===== config.mk =====
export PLATFORM = sky130hd
export DESIGN_NAME = alu_cmd_sequencer
export DESIGN_NICKNAME = d
export VERILOG_FILES = /design/src/rtl/alu_pkg.sv /design/src/rtl/alu_cmd_sequencer.sv
export SDC_FILE = /design/constraint.sdc
export NUM_CORES = 1
export LEC_CHECK = 0
export ABC_CLOCK_PERIOD_IN_PS = 2290
export BUFFER_PORTS_ARGS = -buffer_cell sky130_fd_sc_hd__buf_2
export CAP_MARGIN = 5
export CORE_MARGIN = 2
export CORE_UTILIZATION = 50
export CTS_CLUSTER_DIAMETER = 80
export CTS_CLUSTER_SIZE = 24
export DETAILED_ROUTE_END_ITERATION = 16
export PLACE_DENSITY = 0.89
export SLEW_MARGIN = 15
export SYNTH_ARGS = -nofsm -noshare
export SYNTH_HDL_FRONTEND = slang
export SYNTH_SLANG_ARGS = --single-unit
export TNS_END_PERCENT = 30

===== constraint.sdc =====
create_clock -name clk -period 2.29 [get_ports clk]
set_input_delay 0.687 -clock clk [delete_from_list [all_inputs] [get_ports clk]]
set_output_delay 0.687 -clock clk [all_outputs]
set_load 0.005 [all_outputs]

===== src/rtl/alu_pkg.sv =====
// Shared constants for the ALU command sequencer: opcodes, command kinds, FSM states.
package alu_pkg;

    localparam int ALU_WIDTH = 4;
    localparam int ALU_OP_W  = 3;

    localparam logic [ALU_OP_W-1:0] OP_ADD = 3'b000;
    localparam logic [ALU_OP_W-1:0] OP_SUB = 3'b001;
    localparam logic [ALU_OP_W-1:0] OP_AND = 3'b100;
    localparam logic [ALU_OP_W-1:0] OP_OR  = 3'b101;
    localparam logic [ALU_OP_W-1:0] OP_XOR = 3'b110;
    localparam logic [ALU_OP_W-1:0] OP_NOT = 3'b111;

    typedef enum logic [1:0] {
        KIND_LOAD = 2'b00,
        KIND_EXEC = 2'b01,
        KIND_PEEK = 2'b10,
        KIND_CLRF = 2'b11
    } cmd_kind_e;

    typedef enum logic [1:0] {
        ST_IDLE    = 2'b00,
        ST_ISSUE   = 2'b01,
        ST_CAPTURE = 2'b10,
        ST_RESP    = 2'b11
    } state_e;

    // 010 and 011 are holes in the ALU opcode map.
    function automatic logic is_legal_op(input logic [ALU_OP_W-1:0] op);
        return !((op == 3'b010) || (op == 3'b011));
    endfunction

endpackage


===== src/rtl/alu_cmd_sequencer.sv =====
// Handshaked command front end for the ALU: owns the accumulator and operand registers,
// issues one operation per accepted command and returns a single response.
module alu_cmd_sequencer
    import alu_pkg::*;
#(
    parameter int WIDTH = 4,
    parameter int OP_W  = 3
) (
    input  logic             clk,
    input  logic             rst_n,
    input  logic             cmd_valid,
    output logic             cmd_ready,
    input  logic [1:0]       cmd_kind,
    input  logic [OP_W-1:0]  cmd_op,
    input  logic [WIDTH-1:0] cmd_data,
    output logic             rsp_valid,
    input  logic             rsp_ready,
    output logic [WIDTH-1:0] rsp_data,
    output logic             rsp_ovf,
    output logic             rsp_err,
    output logic             ovf_sticky,
    output logic [WIDTH-1:0] alu_a,
    output logic [WIDTH-1:0] alu_b,
    output logic [OP_W-1:0]  alu_op,
    input  logic [WIDTH-1:0] alu_result,
    input  logic             alu_overflow
);

    state_e           state_q, state_d;
    logic [WIDTH-1:0] acc_q;
    logic [WIDTH-1:0] alu_a_q, alu_b_q;
    logic [OP_W-1:0]  alu_op_q;
    logic [WIDTH-1:0] rsp_data_q;
    logic             rsp_ovf_q, rsp_err_q, ovf_sticky_q;
    logic             accept;
    logic             legal_exec;

    assign accept     = cmd_valid && cmd_ready;
    assign legal_exec = (cmd_kind == KIND_EXEC) && is_legal_op(cmd_op);

    always_ff @(posedge clk or negedge rst_n) begin
        if (!rst_n) state_q <= ST_IDLE;
        else        state_q <= state_d;
    end

    always_comb begin
        state_d = state_q;
        case (state_q)
            ST_IDLE:    if (accept) state_d = legal_exec ? ST_ISSUE : ST_RESP;
            ST_ISSUE:   state_d = ST_CAPTURE;
            ST_CAPTURE: state_d = ST_RESP;
            ST_RESP:    if (rsp_ready) state_d = ST_IDLE;
            default:    state_d = ST_IDLE;
        endcase
    end

    // Ready is gated by rst_n so the host sees no acceptance window while reset is held.
    always_comb begin
        cmd_ready = (state_q == ST_IDLE) && rst_n;
        rsp_valid = (state_q == ST_RESP);
    end

    always_ff @(posedge clk or negedge rst_n) begin
        if (!rst_n) begin
            acc_q        <= '0;
            alu_a_q      <= '0;
            alu_b_q      <= '0;
            alu_op_q     <= '0;
            rsp_data_q   <= '0;
            rsp_ovf_q    <= 1'b0;
            rsp_err_q    <= 1'b0;
            ovf_sticky_q <= 1'b0;
        end else begin
            case (state_q)
                ST_IDLE: begin
                    if (accept) begin
                        rsp_ovf_q <= 1'b0;
                        rsp_err_q <= 1'b0;
                        case (cmd_kind)
                            KIND_LOAD: begin
                                acc_q      <= cmd_data;
                                rsp_data_q <= cmd_data;
                            end
                            KIND_PEEK: rsp_data_q <= acc_q;
                            KIND_CLRF: begin
                                ovf_sticky_q <= 1'b0;
                                rsp_data_q   <= acc_q;
                            end
                            default: begin
                                // Illegal opcodes leave the ALU inputs untouched.
                                if (legal_exec) begin
                                    alu_a_q  <= acc_q;
                                    alu_b_q  <= cmd_data;
                                    alu_op_q <= cmd_op;
                                end else begin
                                    rsp_data_q <= acc_q;
                                    rsp_err_q  <= 1'b1;
                                end
                            end
                        endcase
                    end
                end
                ST_CAPTURE: begin
                    acc_q        <= alu_result;
                    rsp_data_q   <= alu_result;
                    rsp_ovf_q    <= alu_overflow;
                    ovf_sticky_q <= ovf_sticky_q | alu_overflow;
                end
                default: ;
            endcase
        end
    end

    assign alu_a      = alu_a_q;
    assign alu_b      = alu_b_q;
    assign alu_op     = alu_op_q;
    assign rsp_data   = rsp_data_q;
    assign rsp_ovf    = rsp_ovf_q;
    assign rsp_err    = rsp_err_q;
    assign ovf_sticky = ovf_sticky_q;

endmodule


==> reports/results.tsv <==
metric	value	unit
crit_path_cell_trace	inv_1 > ha_1 > and2_1 > buf_2	
cts_hold_buf	0	
cts_sinks	24	
cp_num_buf_inv	2	
finalPower	1990	µW
synth_warnings	0	
grt_usage	18.4	%
synth_seq_cells	24	
final.period_utilization	94.9	%
post-synth-top-count-cell	dfrtp_1	
final-max-slew-violation-count	0	
hold_viol	0	
top_level_ports	38	
max_slew.worst_pin.slew	0.367	ns
fmax	0.460	GHz
critPathSlowestCell	dfrtp_1	
ant_nets	0	
clk_latency	0.32	ns
num_rows	18	
drt_first_pass_iters	4	
core	0.00245	mm²
die_w	54.5	µm
hpwl	1980	µm
crit_family	flip-flops	
start_kind	flip-flop	
io_buffers	37	
synth_top_area_share	47.1	%
drt_iter0_drc	5	
cts_buffer_depth	2	
die_h	54.5	µm
antenna_found_initial	0	
status	completed	
cap_violations	0	
final_core_util	63.7	%
floorplan.initialDensity	52.0	%
synth.distinct_cells	32	
cp_data_required_time	1.60	ns
areaGrowthSynthToFinish	22.5	%
synth_common_cells	24 x dfrtp_1, 18 x mux2_2, 5 x nand2b_1	
ctsResizeCount	0	
syn-num-nets	120	
clockRootBuffer	clkbuf_4	
cp_max_fo	6	
max_stage_delay	0.40	ns
cts_buffers	3	
fin_crit	2.17	ns
synth_area	0.00128	mm²
arrival	1.49	ns
drc	0	
vias	914	
power_density	1270	mW/mm²
vdd_drop_max	0.000730	V
h-tree-depth	1	
via_per_inst	5.38	
setup_ws	0.117	ns
synth-edff-count	0	
place.gp.congestion	0.818	
syn_inst	98	
setup_tns	0	ns
grt_max_degree	23	
layout-drive-gt1-share	52.1	%
finalNetCount	163	
routed_wl	2490	µm
hold_path.class	in -> async	
cts.clk_slew.worst_paths	0.13	ns
synthTopCellsByArea	dfrtp_1 47%, mux2_2 16%, mux2_4 4.7%, ha_1 3.9%, o311a_1 3.1%	
cts_setup_buffers	0	
power.leakage	0.000766	µW
synth-async-reset-ratio	100	%
ys_seq_area_share	47.1	%
grt_pass1_vias	863	
rsz0062_at_grt	no	
overflow	0	
grt_pass1_wl	3850	µm
maxSlewHeadroom	75.3	%
cts_tree	built	
antennaDiodeCount	0	
synth_top_cell_by_area	dfrtp_1	
end_kind	output pin	
synth-main-ff-cell	dfrtp_1	
syn_area_per_cell	13.0	µm²
setup_viol	0	
dpl_worst_slack	0.297	ns
dieArea	0.00297	mm²
finClkSkew	0.00175	ns
worstSetupPathType	reg -> out	
drt-wirelength-per-cell	14.6	µm
-- metal layers --
metal | up-vias | wire, µm | share of wire, % | GRT usage [%]
met2 | 31 | 1180 | 47 | 29.5
met3 | 5 | 139 | 5.6 | 2.73
met4 | 0 | 39 | 1.6 | 8.75
li1 | 448 | - | - | -
met1 | 430 | 1130 | 45 | 24.4
met5 | - | 0 | 0 | 0
-- cells in the final DEF, fill, tap and decap left out, drive strengths merged, types with 2 or more instances in the layout --
master and n:
clkbuf 3, dfrtp 24, or2b 2, o311a 4, or4 4, nor2 3, nand2 3, nand3 3
o31ai 2, buf 41, nand2b 5, mux2 22, inv 4, ha 4
-- final cells by class --
| class | count | area (µm²) |
|---|---|---|
| Sequential cell | 24 | 601 |
| Timing Repair Buffer | 41 | 215 |
| Tap cell | 30 | 37.5 |
| Clock buffer | 3 | 22.5 |
| Multi-Input combinational cell | 67 | 643 |
| Fill cell | 197 | 891 |
| Clock inverter | 1 | 30.0 |
| Inverter | 4 | 15.0 |
-- worst paths after layout --
check	cells after the start	endpoint	from	slack, ns
worst max-delay path	4	cmd_ready	state_q[0]$_DFFE_PN0P_	0.12
worst min-delay path	1	state_q[0]$_DFFE_PN0P_	rst_n	0.16
worst max register to register	5	rsp_data[3]$_DFFE_PN0P_	state_q[0]$_DFFE_PN0P_	0.27
worst min register to register	1	alu_op[1]$_DFFE_PN0P_	alu_op[1]$_DFFE_PN0P_	0.50
max in group asynchronous	2	alu_a[0]$_DFFE_PN0P_	rst_n	1.64
min in group clk	1	alu_op[1]$_DFFE_PN0P_	alu_op[1]$_DFFE_PN0P_	0.50
-- through the flow --
step                hold WS [ns]  instances  cell area (µm²)
floorplan                  0.391         98             1280
global placement           0.455        166             1510
detailed placement         0.477        166             1510
CTS                        0.160        170             1560
global route               0.152        170             1560
finish                     0.157        170             1560
-- power by group --
group          internal (µW)  switching [µW]  leakage (µW)
Clock                    177             130     0.0000279
Sequential               618             109      0.000295
Combinational            552             406      0.000443
Total                   1350             645      0.000766
-- sequential cells by signal, indices dropped and copies added, names as in the netlist --
| signal | flops |
|---|---|
| acc_q | 4 |
| alu_a | 4 |
| alu_b | 4 |
| alu_op | 3 |
| ovf_sticky | 1 |
| rsp_data | 4 |
| rsp_err | 1 |
| rsp_ovf | 1 |
| state_q | 2 |
-- cell families after synthesis --
group           share of synthesized area [%]
simple gates                             12.7
buf+inv                                  2.55
compound gates                           12.4
mux                                      21.4
flops                                    47.1
fa+ha+maj                                3.92
No activity file was read; power rests on OpenSTA's default activity.
